==> src/rtl/roic_spi_init_seq.sv <==
// roic_spi_init_seq: walks an external init table and feeds each write entry
// to roic_spi (address/data/DUT_EN/spiReady). Delay entries insert idle time.
// Start and transfer phases are bounded by timeouts, and an abort drains any
// transaction already in flight before the sequence ends.
module roic_spi_init_seq #(
    parameter int unsigned IDX_W         = 8,
    parameter int unsigned READY_CYCLES  = 2,
    parameter int unsigned START_TIMEOUT = 16,
    parameter int unsigned XFER_TIMEOUT  = 4096,
    parameter int unsigned GAP_CYCLES    = 4
) (
    input  logic             clk,
    input  logic             reset,
    input  logic             start,
    input  logic             abort,
    input  logic [IDX_W:0]   num_entries,
    output logic             tbl_rd,
    output logic [IDX_W-1:0] tbl_addr,
    input  logic [24:0]      tbl_q,
    input  logic             spi_busy,
    output logic [7:0]       address,
    output logic [15:0]      data,
    output logic             DUT_EN,
    output logic             spiReady,
    output logic             busy,
    output logic             done,
    output logic             error,
    output logic [1:0]       err_code,
    output logic [IDX_W-1:0] err_index,
    output logic [IDX_W:0]   wr_count
);

    localparam int unsigned TMO_MAX = (START_TIMEOUT > XFER_TIMEOUT) ? START_TIMEOUT : XFER_TIMEOUT;
    localparam int unsigned TMO_W   = $clog2(TMO_MAX) + 1;
    localparam logic [TMO_W-1:0] START_LIM = TMO_W'(START_TIMEOUT - 1);
    localparam logic [TMO_W-1:0] XFER_LIM  = TMO_W'(XFER_TIMEOUT - 1);
    localparam logic [15:0] READY_INIT = 16'(READY_CYCLES - 1);
    localparam logic [15:0] GAP_INIT   = (GAP_CYCLES == 0) ? 16'd0 : 16'(GAP_CYCLES - 1);

    typedef enum logic [3:0] {
        S_IDLE, S_FETCH, S_LATCH, S_ISSUE, S_WAIT_START,
        S_WAIT_DONE, S_GAP, S_DELAY, S_DRAIN, S_DONE
    } state_t;

    state_t             state_q;
    logic               tbl_rd_q;
    logic [IDX_W-1:0]   tbl_addr_q;
    logic [7:0]         address_q;
    logic [15:0]        data_q;
    logic               dut_en_q;
    logic               spi_ready_q;
    logic               busy_q;
    logic               done_q;
    logic               error_q;
    logic [1:0]         err_code_q;
    logic [IDX_W-1:0]   err_index_q;
    logic [IDX_W:0]     wr_count_q;
    logic [IDX_W-1:0]   idx_q;
    logic [IDX_W:0]     n_q;
    logic [15:0]        cnt_q;
    logic [TMO_W-1:0]   tmo_q;

    logic               advance_d;
    logic [IDX_W:0]     idx_ext_d;
    logic               last_entry_d;
    logic               abort_hit_d;

    assign idx_ext_d    = {1'b0, idx_q} + (IDX_W + 1)'(1);
    assign last_entry_d = (idx_ext_d == n_q);
    // abort only matters once a run is active and not already winding down
    assign abort_hit_d  = abort && (state_q != S_IDLE) && (state_q != S_DONE) && (state_q != S_DRAIN);

    // decide when the current entry is finished and the next one should start
    always_comb begin
        advance_d = 1'b0;
        case (state_q)
            S_GAP:       advance_d = (cnt_q == 16'd0);
            S_DELAY:     advance_d = (cnt_q <= 16'd1);
            S_WAIT_DONE: advance_d = !spi_busy && (GAP_CYCLES == 0);
            default:     advance_d = 1'b0;
        endcase
    end

    // sequencer state and all registered outputs
    always_ff @(posedge clk) begin
        if (reset) begin
            state_q     <= S_IDLE;
            tbl_rd_q    <= 1'b0;
            tbl_addr_q  <= '0;
            address_q   <= '0;
            data_q      <= '0;
            dut_en_q    <= 1'b0;
            spi_ready_q <= 1'b0;
            busy_q      <= 1'b0;
            done_q      <= 1'b0;
            error_q     <= 1'b0;
            err_code_q  <= '0;
            err_index_q <= '0;
            wr_count_q  <= '0;
            idx_q       <= '0;
            n_q         <= '0;
            cnt_q       <= '0;
            tmo_q       <= '0;
        end else begin
            done_q   <= 1'b0;
            tbl_rd_q <= 1'b0;
            if (abort_hit_d) begin
                error_q     <= 1'b1;
                err_code_q  <= 2'b11;
                err_index_q <= idx_q;
                spi_ready_q <= 1'b0;
                tmo_q       <= '0;
                if ((state_q == S_WAIT_START || state_q == S_WAIT_DONE) && spi_busy)
                    state_q <= S_DRAIN;
                else
                    state_q <= S_DONE;
            end else begin
                case (state_q)
                    S_IDLE: begin
                        if (start && !abort) begin
                            error_q     <= 1'b0;
                            err_code_q  <= '0;
                            err_index_q <= '0;
                            wr_count_q  <= '0;
                            n_q         <= num_entries;
                            idx_q       <= '0;
                            busy_q      <= 1'b1;
                            if (num_entries == '0) begin
                                state_q <= S_DONE;
                            end else begin
                                tbl_rd_q   <= 1'b1;
                                tbl_addr_q <= '0;
                                state_q    <= S_FETCH;
                            end
                        end
                    end
                    S_FETCH: state_q <= S_LATCH;
                    S_LATCH: begin
                        if (tbl_q[24]) begin
                            cnt_q   <= tbl_q[15:0];
                            state_q <= S_DELAY;
                        end else begin
                            address_q   <= tbl_q[23:16];
                            data_q      <= tbl_q[15:0];
                            dut_en_q    <= 1'b1;
                            spi_ready_q <= 1'b1;
                            cnt_q       <= READY_INIT;
                            state_q     <= S_ISSUE;
                        end
                    end
                    S_ISSUE: begin
                        if (cnt_q == 16'd0) begin
                            spi_ready_q <= 1'b0;
                            tmo_q       <= '0;
                            state_q     <= S_WAIT_START;
                        end else begin
                            cnt_q <= cnt_q - 16'd1;
                        end
                    end
                    S_WAIT_START: begin
                        if (spi_busy) begin
                            tmo_q   <= '0;
                            state_q <= S_WAIT_DONE;
                        end else if (tmo_q == START_LIM) begin
                            error_q     <= 1'b1;
                            err_code_q  <= 2'b01;
                            err_index_q <= idx_q;
                            state_q     <= S_DONE;
                        end else begin
                            tmo_q <= tmo_q + TMO_W'(1);
                        end
                    end
                    S_WAIT_DONE: begin
                        if (!spi_busy) begin
                            wr_count_q <= wr_count_q + (IDX_W + 1)'(1);
                            cnt_q      <= GAP_INIT;
                            state_q    <= S_GAP;
                        end else if (tmo_q == XFER_LIM) begin
                            error_q     <= 1'b1;
                            err_code_q  <= 2'b10;
                            err_index_q <= idx_q;
                            state_q     <= S_DONE;
                        end else begin
                            tmo_q <= tmo_q + TMO_W'(1);
                        end
                    end
                    S_GAP: begin
                        if (cnt_q != 16'd0) cnt_q <= cnt_q - 16'd1;
                    end
                    S_DELAY: begin
                        if (cnt_q > 16'd1) cnt_q <= cnt_q - 16'd1;
                    end
                    S_DRAIN: begin
                        if (!spi_busy || tmo_q == XFER_LIM) state_q <= S_DONE;
                        else tmo_q <= tmo_q + TMO_W'(1);
                    end
                    S_DONE: begin
                        done_q      <= 1'b1;
                        busy_q      <= 1'b0;
                        dut_en_q    <= 1'b0;
                        spi_ready_q <= 1'b0;
                        state_q     <= S_IDLE;
                    end
                    default: state_q <= S_IDLE;
                endcase
                // shared end-of-entry step; overrides the per-state transition above
                if (advance_d) begin
                    if (last_entry_d) begin
                        state_q <= S_DONE;
                    end else begin
                        idx_q      <= idx_ext_d[IDX_W-1:0];
                        tbl_rd_q   <= 1'b1;
                        tbl_addr_q <= idx_ext_d[IDX_W-1:0];
                        state_q    <= S_FETCH;
                    end
                end
            end
        end
    end

    assign tbl_rd    = tbl_rd_q;
    assign tbl_addr  = tbl_addr_q;
    assign address   = address_q;
    assign data      = data_q;
    assign DUT_EN    = dut_en_q;
    assign spiReady  = spi_ready_q;
    assign busy      = busy_q;
    assign done      = done_q;
    assign error     = error_q;
    assign err_code  = err_code_q;
    assign err_index = err_index_q;
    assign wr_count  = wr_count_q;

endmodule

==> config.mk <==
export PLATFORM = sky130hd
export DESIGN_NAME = roic_spi_init_seq
export DESIGN_NICKNAME = d
export VERILOG_FILES = /design/src/rtl/roic_spi_init_seq.sv
export SDC_FILE = /design/constraint.sdc
export NUM_CORES = 1
export LEC_CHECK = 0
export ABC_AREA = 1
export ABC_CLOCK_PERIOD_IN_PS = 4000
export CAP_MARGIN = 5
export CELL_PAD_IN_SITES_DETAIL_PLACEMENT = 0
export CELL_PAD_IN_SITES_GLOBAL_PLACEMENT = 1
export CORE_ASPECT_RATIO = 1.5
export CORE_MARGIN = 3
export CORE_UTILIZATION = 42
export CTS_BUF_LIST = sky130_fd_sc_hd__clkbuf_4
export CTS_CLUSTER_SIZE = 25
export DETAILED_ROUTE_END_ITERATION = 8
export PLACE_DENSITY_LB_ADDON = 0.1
export SETUP_SLACK_MARGIN = 0.4
export SLEW_MARGIN = 20
export SYNTH_ARGS = -nofsm -noshare
export SYNTH_HDL_FRONTEND = slang
export SYNTH_SLANG_ARGS = --single-unit
==> constraint.sdc <==
create_clock -name clk -period 4 [get_ports clk]
set_input_delay 0.8 -clock clk [delete_from_list [all_inputs] [get_ports clk]]
set_output_delay 0.8 -clock clk [all_outputs]
set_load 0.01 [all_outputs]
# After elaboration in Yosys (flattened, before gate mapping)
# Cells that the tools add are included.
# Widths: inputs -> output; s select.
[totals]
out_inout_bits = 57
latch_bits = 0
n_memories = 0
regBits = 107
rom_bits = 0
ramBits = 0
in_bits = 39
[op_classes]
shift = 0
eq_ne = 36
magnitude_cmp = 2
reduce_logical = 33
n_addsub = 4
multipliers = 0
div = 0
mux = 73
bitwise_logic = 2
[ops]
columns = ["operator", "count"]
rows = [
  ["$mux 8", 15],
  ["$mux 16", 5],
  ["$pmux 16 s5", 1],
  ["$mux 13", 6],
  ["$pmux 13 s4", 1],
  ["$mux 4", 11],
  ["$pmux 4 s8", 1],
  ["$pmux 8 s3", 1],
  ["$reduce_and 6->1", 4],
  ["$ne 2x2->1 const B", 10],
  ["$ne 4x4->1 const B", 5],
  ["$mux 9", 2],
  ["$pmux 9 s2", 1],
  ["$eq 4x3->1 const B", 4],
  ["$gt 16x1->1 const B", 1],
  ["$le 16x1->1 const B", 1],
  ["$logic_not 16->1", 1],
  ["$mux 1", 16],
  ["$reduce_bool 16->1", 1],
  ["$sub 16x1->16 const B", 1],
  ["$reduce_and 3->1", 5],
  ["$add 13x1->13 const B", 1],
  ["$eq 13x12->1 const B", 1],
  ["$eq 13x4->1 const B", 1],
  ["other kinds (27)", 54],
]

# Logic depth before layout (Yosys ltp)
# Gate-level depths: netlist of run 1.
[logic_depth]
word_depth = 6
mapped_depth = 15
mapped_depth_nobuf = 15

# Worst setup path before layout of run 1
# OpenSTA, ideal clock, no wires.
[synth_timing]
path_kind = "input port to flip-flop"
startpoint = "in spi_busy"
endpoint = "reg wr_count_q[7] (netlist: wr_count[7])"
n_path_buf = 0
stages = 8
slack_ns = 2.129
setup_ns = 0.121
arrival_time_ns = 1.750
path_cell_list = "inv_1 -> nand2_1 -> nand2_2 -> nand2_4 -> nor3_2 -> nand3_1 -> nor3_1 -> nor3_2"
[synth_between]
elab_chain_len = 2
[synth_lines]
columns = ["item", "line", "source"]
rows = [
  ["from (decl)", "20", "input logic spi_busy,"],
  ["$ne 2x2->1 (no source line)", "n/a", ""],
  ["$reduce_and 4->1 (no source line)", "n/a", ""],
  ["to (signal assigned)", "175", "wr_count_q <= wr_count_q + (IDX_W + 1)'(1);"],
  ["to (decl)", "57", "logic [IDX_W:0] wr_count_q;"],
]
# No other way between the ends.
# A chain may end at the register's enable or synchronous reset.

# Worst setup path in the final report of run 1
[layout_timing]
startpoint = "in spi_busy"
endpoint = "reg tmo_q[4]"
[layout_between]
elab_chain_len = 4
word_cells_on_any_way = 8
cone_classes = "eq/ne (3); mux (2); reduce/logical (3)"
[layout_lines]
columns = ["item", "line", "source"]
rows = [
  ["$logic_not 1->1", "194", "if (!spi_busy || tmo_q == XFER_LIM) state_q <= S_DONE;"],
  ["$logic_or 1x1->1", "194", ""],
  ["$ne 2x2->1 (no source line)", "n/a", ""],
  ["$reduce_and 6->1 (no source line)", "n/a", ""],
  ["to (signal assigned)", "170", "tmo_q <= tmo_q + TMO_W'(1);"],
  ["to (signal assigned)", "184", "tmo_q <= tmo_q + TMO_W'(1);"],
  ["to (signal assigned)", "195", "else tmo_q <= tmo_q + TMO_W'(1);"],
  ["to (decl)", "61", "logic [TMO_W-1:0] tmo_q;"],
]
# Parallel ways exist; a longest one is shown, timed or not.

==> flow_summary.html, run 1 <==
<table>
<tr><th>Metric</th><th>Value</th></tr>
<tr><th colspan="2">Status</th></tr>
<tr><td>Status</td><td>finished, final reports clean</td></tr>
<tr><th colspan="2">GRT</th></tr>
<tr><td>Global routing usage on met3</td><td>0.03807</td></tr>
<tr><td>Vias in the first global route</td><td>5,873</td></tr>
<tr><td>Wire length of the first global-routing pass</td><td>28.22 mm</td></tr>
<tr><td>Pin count of the biggest net entering global routing</td><td>62</td></tr>
<tr><td>Remaining global-route overflow</td><td>0</td></tr>
<tr><td>Most Used Layer, Global Route</td><td>met2</td></tr>
<tr><td>Global routing met1 resource utilization</td><td>0.2672</td></tr>
<tr><td>M2 GR Usage</td><td>0.3802</td></tr>
<tr><td>Initial antenna violation count</td><td>1</td></tr>
<tr><td>Total routing resource utilization after global routing</td><td>0.2201</td></tr>
<tr><th colspan="2">Pwr</th></tr>
<tr><td>Internal power component</td><td>2.254 mW</td></tr>
<tr><td>Leakage</td><td>2.911 nW</td></tr>
<tr><td>Total power</td><td>approximately 4.4 mW</td></tr>
<tr><td>Clock power share</td><td>0.124</td></tr>
<tr><td>Sw Ratio</td><td>0.4878</td></tr>
<tr><td>Sequential Power Share</td><td>0.335</td></tr>
<tr><td>Switching Power</td><td>2.147 mW</td></tr>
<tr><td>Combinational group share of total power</td><td>0.542</td></tr>
<tr><td>Worst ir drop on vdd</td><td>approximately 0.00046 V</td></tr>
<tr><td>Total power divided by cell area</td><td>614.3 nW/um^2</td></tr>
<tr><th colspan="2">Timing</th></tr>
<tr><td>RSZ-0062 raised after global routing</td><td>no</td></tr>
<tr><td>Worst rel slew slack</td><td>0.5754</td></tr>
<tr><td>Final-report setup violation count</td><td>0</td></tr>
<tr><td>Final period utilization</td><td>0.6291</td></tr>
<tr><td>Count of endpoints failing hold in the final timing report</td><td>0</td></tr>
<tr><td>Worst slew pin tran</td><td>approximately 640 ps</td></tr>
<tr><td>TNS Setup</td><td>0 ps</td></tr>
<tr><td>Worst clock skew on the final layout</td><td>approximately 13 ps</td></tr>
<tr><td>Max-slew violations</td><td>0</td></tr>
<tr><td>Minimum hold slack</td><td>473.8 ps</td></tr>
<tr><td>Worst Slack Setup Final</td><td>between 1000 and 1500 ps</td></tr>
<tr><td>Shortest clock period the worst path allows after layout</td><td>roughly 2500 ps</td></tr>
<tr><td>Top achievable clock speed</td><td>between 300 and 400 MHz</td></tr>
<tr><th colspan="2">CTS</th></tr>
<tr><td>H-tree lvl count</td><td>3</td></tr>
<tr><td>Clk pin slew, worst setup/hold paths</td><td>180 ps</td></tr>
<tr><td>Clock tree from TritonCTS</td><td>done</td></tr>
<tr><td>Cells resized by post-CTS repair</td><td>0</td></tr>
<tr><td>Clk buf depth</td><td>2</td></tr>
<tr><td>Post-CTS setup repair buffer count</td><td>0</td></tr>
<tr><td>Number of hold buffers added after cts</td><td>0</td></tr>
<tr><td>Sink count of the clock tree</td><td>107</td></tr>
<tr><td>Worst-skew pair later-pin latency</td><td>480 ps</td></tr>
<tr><td>Root buffer cell</td><td>sky130_fd_sc_hd__clkbuf_4</td></tr>
<tr><td>Number of buffers added by the clock tree synthesis step</td><td>9</td></tr>
<tr><th colspan="2">Placement</th></tr>
<tr><td>HPWL after DPL</td><td>12.76 mm</td></tr>
<tr><td>RePlAce Congestion</td><td>0.9068</td></tr>
<tr><td>Port bufs</td><td>95</td></tr>
<tr><td>Number of placed cells counting well taps</td><td>1,150</td></tr>
<tr><td>Post-place setup slack</td><td>just over 1000 ps</td></tr>
<tr><th colspan="2">Worst setup path</th></tr>
<tr><td>Beginning of the worst register-to-register path</td><td>state_q[0]</td></tr>
<tr><td>Required time of the worst setup path</td><td>between 4000 and 5000 ps</td></tr>
<tr><td>Crit-path max cell delay</td><td>about 450 ps</td></tr>
<tr><td>Element type at the critical path end</td><td>flop</td></tr>
<tr><td>Reg2Reg Setup Slack</td><td>1560 ps</td></tr>
<tr><td>FF-to-FF End</td><td>cnt_q[14]</td></tr>
<tr><td>Slowest cell on the critical path</td><td>sky130_fd_sc_hd__clkdlybuf4s50_1</td></tr>
<tr><td>Data arrival at the endpoint of the critical path</td><td>2950 ps</td></tr>
<tr><td>CP top delay family</td><td>buffers and inverters</td></tr>
<tr><td>CP Buf/Inv Count</td><td>4</td></tr>
<tr><td>Crit path cell chain</td><td>clkdlybuf4s50_1 -&gt; buf_4 -&gt; inv_1 -&gt; nand2_1 -&gt; o31ai_1 -&gt; nor3_4 -&gt; nand2_2 -&gt; inv_2 -&gt; o21ai_0 -&gt; a21oi_1</td></tr>
<tr><td>CP Launch Type</td><td>primary input</td></tr>
<tr><td>Critical path start-end classification</td><td>primary input to flop</td></tr>
<tr><td>Worst reg2reg path depth</td><td>9</td></tr>
<tr><td>Top fanout value on the critical path</td><td>15</td></tr>
<tr><th colspan="2">Final layout</th></tr>
<tr><td>Number of cells in the finished layout apart from fillers</td><td>1,167</td></tr>
<tr><td>Final layout net count</td><td>1,016</td></tr>
<tr><td>Leading cell type in the layout, fill and taps excluded</td><td>sky130_fd_sc_hd__nor2_1</td></tr>
<tr><td>Layout cells sized above 1</td><td>0.09314</td></tr>
<tr><td>Synth-to-Final Area Change</td><td>20.14%</td></tr>
<tr><td>Highest-count cells in the layout ignoring fill and taps</td><td>sky130_fd_sc_hd__nor2_1, sky130_fd_sc_hd__nand2_1, sky130_fd_sc_hd__dfxtp_1</td></tr>
<tr><th colspan="2">Detailed routing</th></tr>
<tr><td>Antenna Nets Post-Route</td><td>0</td></tr>
<tr><td>Detailed Routing Iterations Pass 1</td><td>5</td></tr>
<tr><td>Total via count in the routed design</td><td>6,024</td></tr>
<tr><td>Average wire length per cell after detail routing</td><td>14.50 um</td></tr>
<tr><td>DRC violations left</td><td>0</td></tr>
<tr><td>Iter 0 DRT Violations</td><td>~320</td></tr>
<tr><td>Total length of routed wires</td><td>16.92 mm</td></tr>
<tr><td>Drt via density</td><td>between 5 and 6</td></tr>
<tr><th colspan="2">Floorplanning</th></tr>
<tr><td>Total die area</td><td>15,690 um^2</td></tr>
<tr><td>Die height</td><td>151.9 um</td></tr>
<tr><td>Boundary Pins</td><td>96</td></tr>
<tr><td>Die X-Extent</td><td>a little over 100 um</td></tr>
<tr><td>Row Count</td><td>52</td></tr>
<tr><td>Core area</td><td>13,730 um^2</td></tr>
<tr><td>Starting density of the core</td><td>0.4344</td></tr>
<tr><th colspan="2">Worst hold path</th></tr>
<tr><td>Endpoint of the worst hold-timing path</td><td>err_index[5]</td></tr>
<tr><td>HP Start</td><td>err_index[5]</td></tr>
<tr><td>Cells on Worst Hold Path</td><td>2</td></tr>
<tr><td>Class of the tightest hold or removal check</td><td>flop to flop</td></tr>
<tr><th colspan="2">Synth</th></tr>
<tr><td>Number of cells produced by synthesis</td><td>about 890</td></tr>
<tr><td>Area contributors post-synth</td><td>sky130_fd_sc_hd__dfxtp_1, sky130_fd_sc_hd__nor2_1, sky130_fd_sc_hd__nand2_1</td></tr>
<tr><td>Post-Synthesis Net Count</td><td>930</td></tr>
<tr><td>Area of the mapped netlist</td><td>5963 um^2</td></tr>
<tr><td>Top cell type by total area after synthesis</td><td>sky130_fd_sc_hd__dfxtp_1</td></tr>
<tr><td>Warnings, synthesis</td><td>0</td></tr>
<tr><td>Fraction of synthesized cell area taken by the top area cell type</td><td>0.3592</td></tr>
<tr><td>Mean area per synthesized cell</td><td>6.730 um^2</td></tr>
<tr><td>Synth Register Bits</td><td>107</td></tr>
<tr><td>Sequential-to-total area share from yosys stat</td><td>0.3592</td></tr>
<tr><td>Distinct cell type count of the synthesized netlist</td><td>50</td></tr>
<tr><th colspan="2">Run</th></tr>
<tr><td>Maximum Capacitance Violations</td><td>0</td></tr>
</table>
metal layers:
layer  vias up  share of wire
li1       3066              -
met5         -              0
met3        31          0.040
met1      2786           0.42
met2       141           0.51
met4         0          0.026
registers in the layout, indices dropped and copies added, names as in the netlist, 2 cells and up:
name	cells
cnt_q	16
state_q	4
tbl_addr	8
err_code	2
err_index	8
wr_count	9
idx_q	8
tmo_q	13
data	16
address	8
n_q	9
power by group through the flow:
stage                     sequential, mW  combinational (mW)  clock, mW
after floorplan                     1.48                1.76          0
after global placement              1.49                2.34          0
after detailed placement            1.49                2.38          0
after CTS                           1.47                2.39      0.562
after global routing                1.50                2.67      0.604
final                               1.47                2.38      0.544
worst max path at each step:
stage | cells past startpoint | to | slack [ps] | start
2_1_floorplan | 8 | wr_count[7] | 2130 | spi_busy
3_3_place_gp | 10 | tmo_q[4] | 1070 | spi_busy
3_5_place_dp | 10 | tmo_q[4] | 1020 | spi_busy
4_1_cts | 10 | tmo_q[4] | 1540 | spi_busy
5_1_grt | 12 | cnt_q[12] | 1340 | cnt_q[0]
6_report | 10 | tmo_q[4] | 1480 | spi_busy
area by class of cell:
class	count	area [um^2]
Sequential cell	107	2142
Clock inverter	7	63.81
Antenna cell	1	2.502
Fill cell	1399	6564
Timing Repair Buffer	102	1003
Multi-Input combinational cell	647	3249
Inverter	105	399.1
Clock buffer	9	67.56
Tap cell	189	236.5
per-stage QoR:
step / util / cell area (um^2)
2_1_floorplan: - / 5963
3_5_place_dp: 0.5121 / 7030
4_1_cts: 0.5217 / 7162
5_1_grt: 0.5219 / 7164
3_3_place_gp: 0.5121 / 7030
6_report: 0.5219 / 7164
worst reg2reg max path: stages, from the launching register on:
cell                      delay (ps)
sky130_fd_sc_hd__dfxtp_1         540
sky130_fd_sc_hd__nand2_2         130
sky130_fd_sc_hd__nor3_2          200
sky130_fd_sc_hd__nor2_2           70
sky130_fd_sc_hd__nand2_4         310
sky130_fd_sc_hd__nand2_1         210
sky130_fd_sc_hd__nor2_2          430
sky130_fd_sc_hd__buf_4           250
sky130_fd_sc_hd__o21ai_0          90
sky130_fd_sc_hd__a21oi_1         150
cell families (layout without fill, tap and decap cells):
family,after synthesis,in the layout,share of synthesized area
XOR/XNOR,14,14,0.02056
buffers and inverters,132,223,0.09589
AO/OA/AOI/OAI,189,189,0.1756
other,0,1,0
adder cells (fa/ha/maj),5,5,0.01049
AND/OR/NAND/NOR,439,439,0.3382
flip-flops,107,107,0.3592
Yosys cell counts, drive strengths merged:
master / number
ha: 5
clkinv: 1
o32ai: 2
nand2: 165
nand3: 50
o211ai: 3
a221oi: 1
o21ai: 95
a31o: 1
buf: 17
o31ai: 2
clkbuf: 10
a21oi: 65
xnor2: 2
nor4: 4
a31oi: 1
o21a: 2
o21bai: 3
a211oi: 1
o22ai: 10
o311ai: 1
nand3b: 3
inv: 104
and3: 1
xor2: 12
nor3b: 1
nand4: 12
nor2: 177
dfxtp: 107
nor3: 22
o221ai: 1
or2: 4
a32oi: 1
Power figures use the tool's default switching activity.
==> run 2, diff against run 1 <==
--- a/config.mk
+++ b/config.mk
@@ -6,13 +6,13 @@
 export NUM_CORES = 1
 export LEC_CHECK = 0
 export ABC_AREA = 1
-export ABC_CLOCK_PERIOD_IN_PS = 4000
+export ABC_CLOCK_PERIOD_IN_PS = 2100
 export CAP_MARGIN = 5
 export CELL_PAD_IN_SITES_DETAIL_PLACEMENT = 0
 export CELL_PAD_IN_SITES_GLOBAL_PLACEMENT = 1
 export CORE_ASPECT_RATIO = 1.5
 export CORE_MARGIN = 3
-export CORE_UTILIZATION = 42
+export CORE_UTILIZATION = 36
 export CTS_BUF_LIST = sky130_fd_sc_hd__clkbuf_4
 export CTS_CLUSTER_SIZE = 25
 export DETAILED_ROUTE_END_ITERATION = 8
==> constraint.sdc (replaced) <==
create_clock -name clk -period 2.1 [get_ports clk]
set_input_delay 0.42 -clock clk [delete_from_list [all_inputs] [get_ports clk]]
set_output_delay 0.42 -clock clk [all_outputs]
set_load 0.01 [all_outputs]
==> run 2 against run 1 <==
  * Final cell count is 11% higher
  * Utilization is 4.4 points higher
  * Register-to-register slack worse by 1400 ps
  * Largest cell class unchanged
  * Clock skew is 9.3 ps higher
  * Non-clock buffer count is 113 higher
  * Worst setup slack worse by 1300 ps
==> flow_summary.html, run 2 (same netlist as run 1, synthesis figures left out) <==
<table>
<tr><th>Metric</th><th>Value</th></tr>
<tr><th colspan="2">Detailed routing</th></tr>
<tr><td>Total length of routed wires</td><td>19.66 mm (was 16.92 mm)</td></tr>
<tr><td>Antenna Nets Post-Route</td><td>0 (unchanged)</td></tr>
<tr><td>DRC violations left</td><td>0 (unchanged)</td></tr>
<tr><td>WL met1</td><td>7.986 mm (was 7.167 mm)</td></tr>
<tr><td>Detailed Routing Iterations Pass 1</td><td>4 (was 5)</td></tr>
<tr><td>Drt via density</td><td>4.959 (was 5.162)</td></tr>
<tr><td>Met3 Routed Length</td><td>625 um (was 679 um)</td></tr>
<tr><td>Average wire length per cell after detail routing</td><td>15.14 um (was 14.50 um)</td></tr>
<tr><td>Iter 0 DRT Violations</td><td>228 (was 319)</td></tr>
<tr><td>Total via count in the routed design</td><td>6,437 (was 6,024)</td></tr>
<tr><td>Met2 layer wire length in the routed design</td><td>10.55 mm (was 8.632 mm)</td></tr>
<tr><td>Top layer in use</td><td>met4 (unchanged)</td></tr>
<tr><th colspan="2">GRT</th></tr>
<tr><td>Wire length of the first global-routing pass</td><td>30.85 mm (was 28.22 mm)</td></tr>
<tr><td>Total routing resource utilization after global routing</td><td>0.2081 (was 0.2201)</td></tr>
<tr><td>Vias in the first global route</td><td>6,242 (was 5,873)</td></tr>
<tr><td>Pin count of the biggest net entering global routing</td><td>62 (unchanged)</td></tr>
<tr><td>Initial antenna violation count</td><td>1 (unchanged)</td></tr>
<tr><td>Remaining global-route overflow</td><td>0 (unchanged)</td></tr>
<tr><th colspan="2">Final layout</th></tr>
<tr><td>Final layout net count</td><td>1,130 (was 1,016)</td></tr>
<tr><td>Synth-to-Final Area Change</td><td>53.69% (was 20.14%)</td></tr>
<tr><td>Layout cells sized above 1</td><td>0.3272 (was 0.09314)</td></tr>
<tr><td>Highest-count cells in the layout ignoring fill and taps</td><td>sky130_fd_sc_hd__nor2_1, sky130_fd_sc_hd__nand2_1, sky130_fd_sc_hd__buf_4 (was sky130_fd_sc_hd__nor2_1, sky130_fd_sc_hd__nand2_1, sky130_fd_sc_hd__dfxtp_1)</td></tr>
<tr><td>Leading cell type in the layout, fill and taps excluded</td><td>sky130_fd_sc_hd__nor2_1 (unchanged)</td></tr>
<tr><th colspan="2">Pwr</th></tr>
<tr><td>Total power divided by cell area</td><td>1171 nW/um^2 (was 614.3 nW/um^2)</td></tr>
<tr><td>Worst ir drop on vdd</td><td>0.0009971 V (was 0.0004640 V)</td></tr>
<tr><td>Total power</td><td>10.73 mW (was 4.401 mW)</td></tr>
<tr><td>Leakage</td><td>4.706 nW (was 2.911 nW)</td></tr>
<tr><th colspan="2">Worst hold path</th></tr>
<tr><td>Class of the tightest hold or removal check</td><td>primary input to flop (was flop to flop)</td></tr>
<tr><th colspan="2">CTS</th></tr>
<tr><td>Number of buffers added by the clock tree synthesis step</td><td>9 (unchanged)</td></tr>
<tr><td>Number of hold buffers added after cts</td><td>0 (unchanged)</td></tr>
<tr><td>Clk buf depth</td><td>2 (unchanged)</td></tr>
<tr><td>Clk pin slew, worst setup/hold paths</td><td>190 ps (was 180 ps)</td></tr>
<tr><td>Root buffer cell</td><td>sky130_fd_sc_hd__clkbuf_4 (unchanged)</td></tr>
<tr><td>Worst-skew pair later-pin latency</td><td>500 ps (was 480 ps)</td></tr>
<tr><td>H-tree lvl count</td><td>3 (unchanged)</td></tr>
<tr><td>Clock tree from TritonCTS</td><td>done (unchanged)</td></tr>
<tr><td>Sink count of the clock tree</td><td>107 (unchanged)</td></tr>
<tr><th colspan="2">Timing</th></tr>
<tr><td>Shortest clock period the worst path allows after layout</td><td>1935 ps</td></tr>
<tr><td>RSZ-0062 raised after global routing</td><td>yes (was no)</td></tr>
<tr><td>Worst clock skew on the final layout</td><td>22.70 ps (was 13.36 ps)</td></tr>
<tr><td>TNS Setup</td><td>0 ps (unchanged)</td></tr>
<tr><td>Final-report setup violation count</td><td>0 (unchanged)</td></tr>
<tr><td>Top achievable clock speed</td><td>between 500 and 600 MHz</td></tr>
<tr><td>Worst slew pin tran</td><td>390.2 ps (was 636.1 ps)</td></tr>
<tr><td>Worst rel slew slack</td><td>0.7376 (was 0.5754)</td></tr>
<tr><td>Count of endpoints failing hold in the final timing report</td><td>0 (unchanged)</td></tr>
<tr><td>Final period utilization</td><td>0.9216</td></tr>
<tr><td>Max-slew violations</td><td>0 (unchanged)</td></tr>
<tr><th colspan="2">Floorplanning</th></tr>
<tr><td>Die X-Extent</td><td>111.1 um (was 103.3 um)</td></tr>
<tr><td>Row Count</td><td>57 (was 52)</td></tr>
<tr><td>Total die area</td><td>18,180 um^2 (was 15,690 um^2)</td></tr>
<tr><td>Starting density of the core</td><td>0.3683 (was 0.4344)</td></tr>
<tr><td>Core area</td><td>16,190 um^2 (was 13,730 um^2)</td></tr>
<tr><td>Boundary Pins</td><td>96 (unchanged)</td></tr>
<tr><td>Die height</td><td>163.6 um (was 151.9 um)</td></tr>
<tr><th colspan="2">Worst setup path</th></tr>
<tr><td>Element type at the critical path end</td><td>flop (unchanged)</td></tr>
<tr><td>Capture point of the worst path</td><td>tmo_q[12] (was tmo_q[4])</td></tr>
<tr><td>Reg2Reg Setup Slack</td><td>160 ps (was 1560 ps)</td></tr>
<tr><td>Beginning of the worst register-to-register path</td><td>tmo_q[1] (was state_q[0])</td></tr>
<tr><td>Required time of the worst setup path</td><td>2490 ps (was 4430 ps)</td></tr>
<tr><td>Critical path start-end classification</td><td>flop to flop (was primary input to flop)</td></tr>
<tr><td>Startpoint of the most critical setup path</td><td>tmo_q[1] (was spi_busy)</td></tr>
<tr><td>CP Launch Type</td><td>flop (was primary input)</td></tr>
<tr><td>FF-to-FF End</td><td>tmo_q[12] (was cnt_q[14])</td></tr>
<tr><td>Top fanout value on the critical path</td><td>7 (was 15)</td></tr>
<tr><td>Worst reg2reg path depth</td><td>16 (was 9)</td></tr>
<tr><td>Data arrival at the endpoint of the critical path</td><td>2330 ps (was 2950 ps)</td></tr>
<tr><th colspan="2">Placement</th></tr>
<tr><td>RePlAce Congestion</td><td>0.8384 (was 0.9068)</td></tr>
<tr><td>HPWL after DPL</td><td>13.71 mm (was 12.76 mm)</td></tr>
<tr><td>Port bufs</td><td>95 (unchanged)</td></tr>
<tr><th colspan="2">Status</th></tr>
<tr><td>Status</td><td>finished, final reports clean (unchanged)</td></tr>
<tr><th colspan="2">Run</th></tr>
<tr><td>Maximum Capacitance Violations</td><td>0 (unchanged)</td></tr>
</table>
run 2: final cells by class:
class / instances / area (um^2)
Clock inverter: 7 / 86.33
Tap cell: 206 / 257.7
Timing Repair Buffer: 215 / 2200
Timing Repair inverter: 1 / 8.758
Fill cell: 1558 / 7024
Sequential cell: 107 / 2227
Clock buffer: 9 / 67.56
Inverter: 105 / 454.2
Antenna cell: 1 / 2.502
Multi-Input combinational cell: 647 / 3861
run 2: per-stage QoR:
stage               hold WS, ps  cell area (um^2)  utilization  setup WS [ps]  cells
floorplan                 443.9              5992            -          394.5    886
global placement          446.8              7530       0.4651         -173.5   1224
detailed placement        453.2              7530       0.4651         -193.2   1224
CTS                       405.0              8140       0.5028          132.4   1264
global route              437.0              9165       0.5661          26.78   1298
finish                    448.7              9165       0.5661          164.6   1298
run 2: routing by layer:
metal / GRT usage / up-vias
li1: - / 3308
met1: 0.2375 / 2988
met2: 0.3818 / 114
met3: 0.03262 / 27
met4: 0.09242 / 0
met5: 0 / -
run 2: worst max-delay path, stage by stage, from the launching register on:
cell                      delay, ps
sky130_fd_sc_hd__dfxtp_4        410
sky130_fd_sc_hd__ha_4           160
sky130_fd_sc_hd__nand2_4         60
sky130_fd_sc_hd__inv_4           70
sky130_fd_sc_hd__nand2_4         60
sky130_fd_sc_hd__nor2_4         160
sky130_fd_sc_hd__inv_2           70
sky130_fd_sc_hd__nor2_4         120
sky130_fd_sc_hd__nand3_4        100
sky130_fd_sc_hd__inv_4           80
sky130_fd_sc_hd__nand2_4         50
sky130_fd_sc_hd__nand2_4         90
sky130_fd_sc_hd__buf_6          100
sky130_fd_sc_hd__buf_8          120
sky130_fd_sc_hd__nand2_1         50
sky130_fd_sc_hd__o21ai_1         70
sky130_fd_sc_hd__nor2_1          50
run 2: worst min path at each step:
stage	startpoint	to	slack, ps	cells after the start
CTS	tbl_q[10]	data[10]	400	3
finish	tbl_q[12]	data[12]	450	3
global route	tbl_q[20]	address[4]	440	3
floorplan	n_q[0]	n_q[0]	440	2
global placement	err_index[3]	err_index[3]	450	2
detailed placement	err_index[3]	err_index[3]	450	2
run 2: timing repair:
action,CTS,global route
buffers inserted,23,28
setup endpoints to repair,152,148
gates cloned,1,5
pin swaps,28,55
gates resized for setup,99,224
run 2: report_power, final:
part / internal (mW) / switching [mW] / total, mW
clock: 0.382 / 0.787 / 1.17
combinational: 2.92 / 3.78 / 6.70
sequential: 2.46 / 0.394 / 2.86
total: 5.77 / 4.96 / 10.7
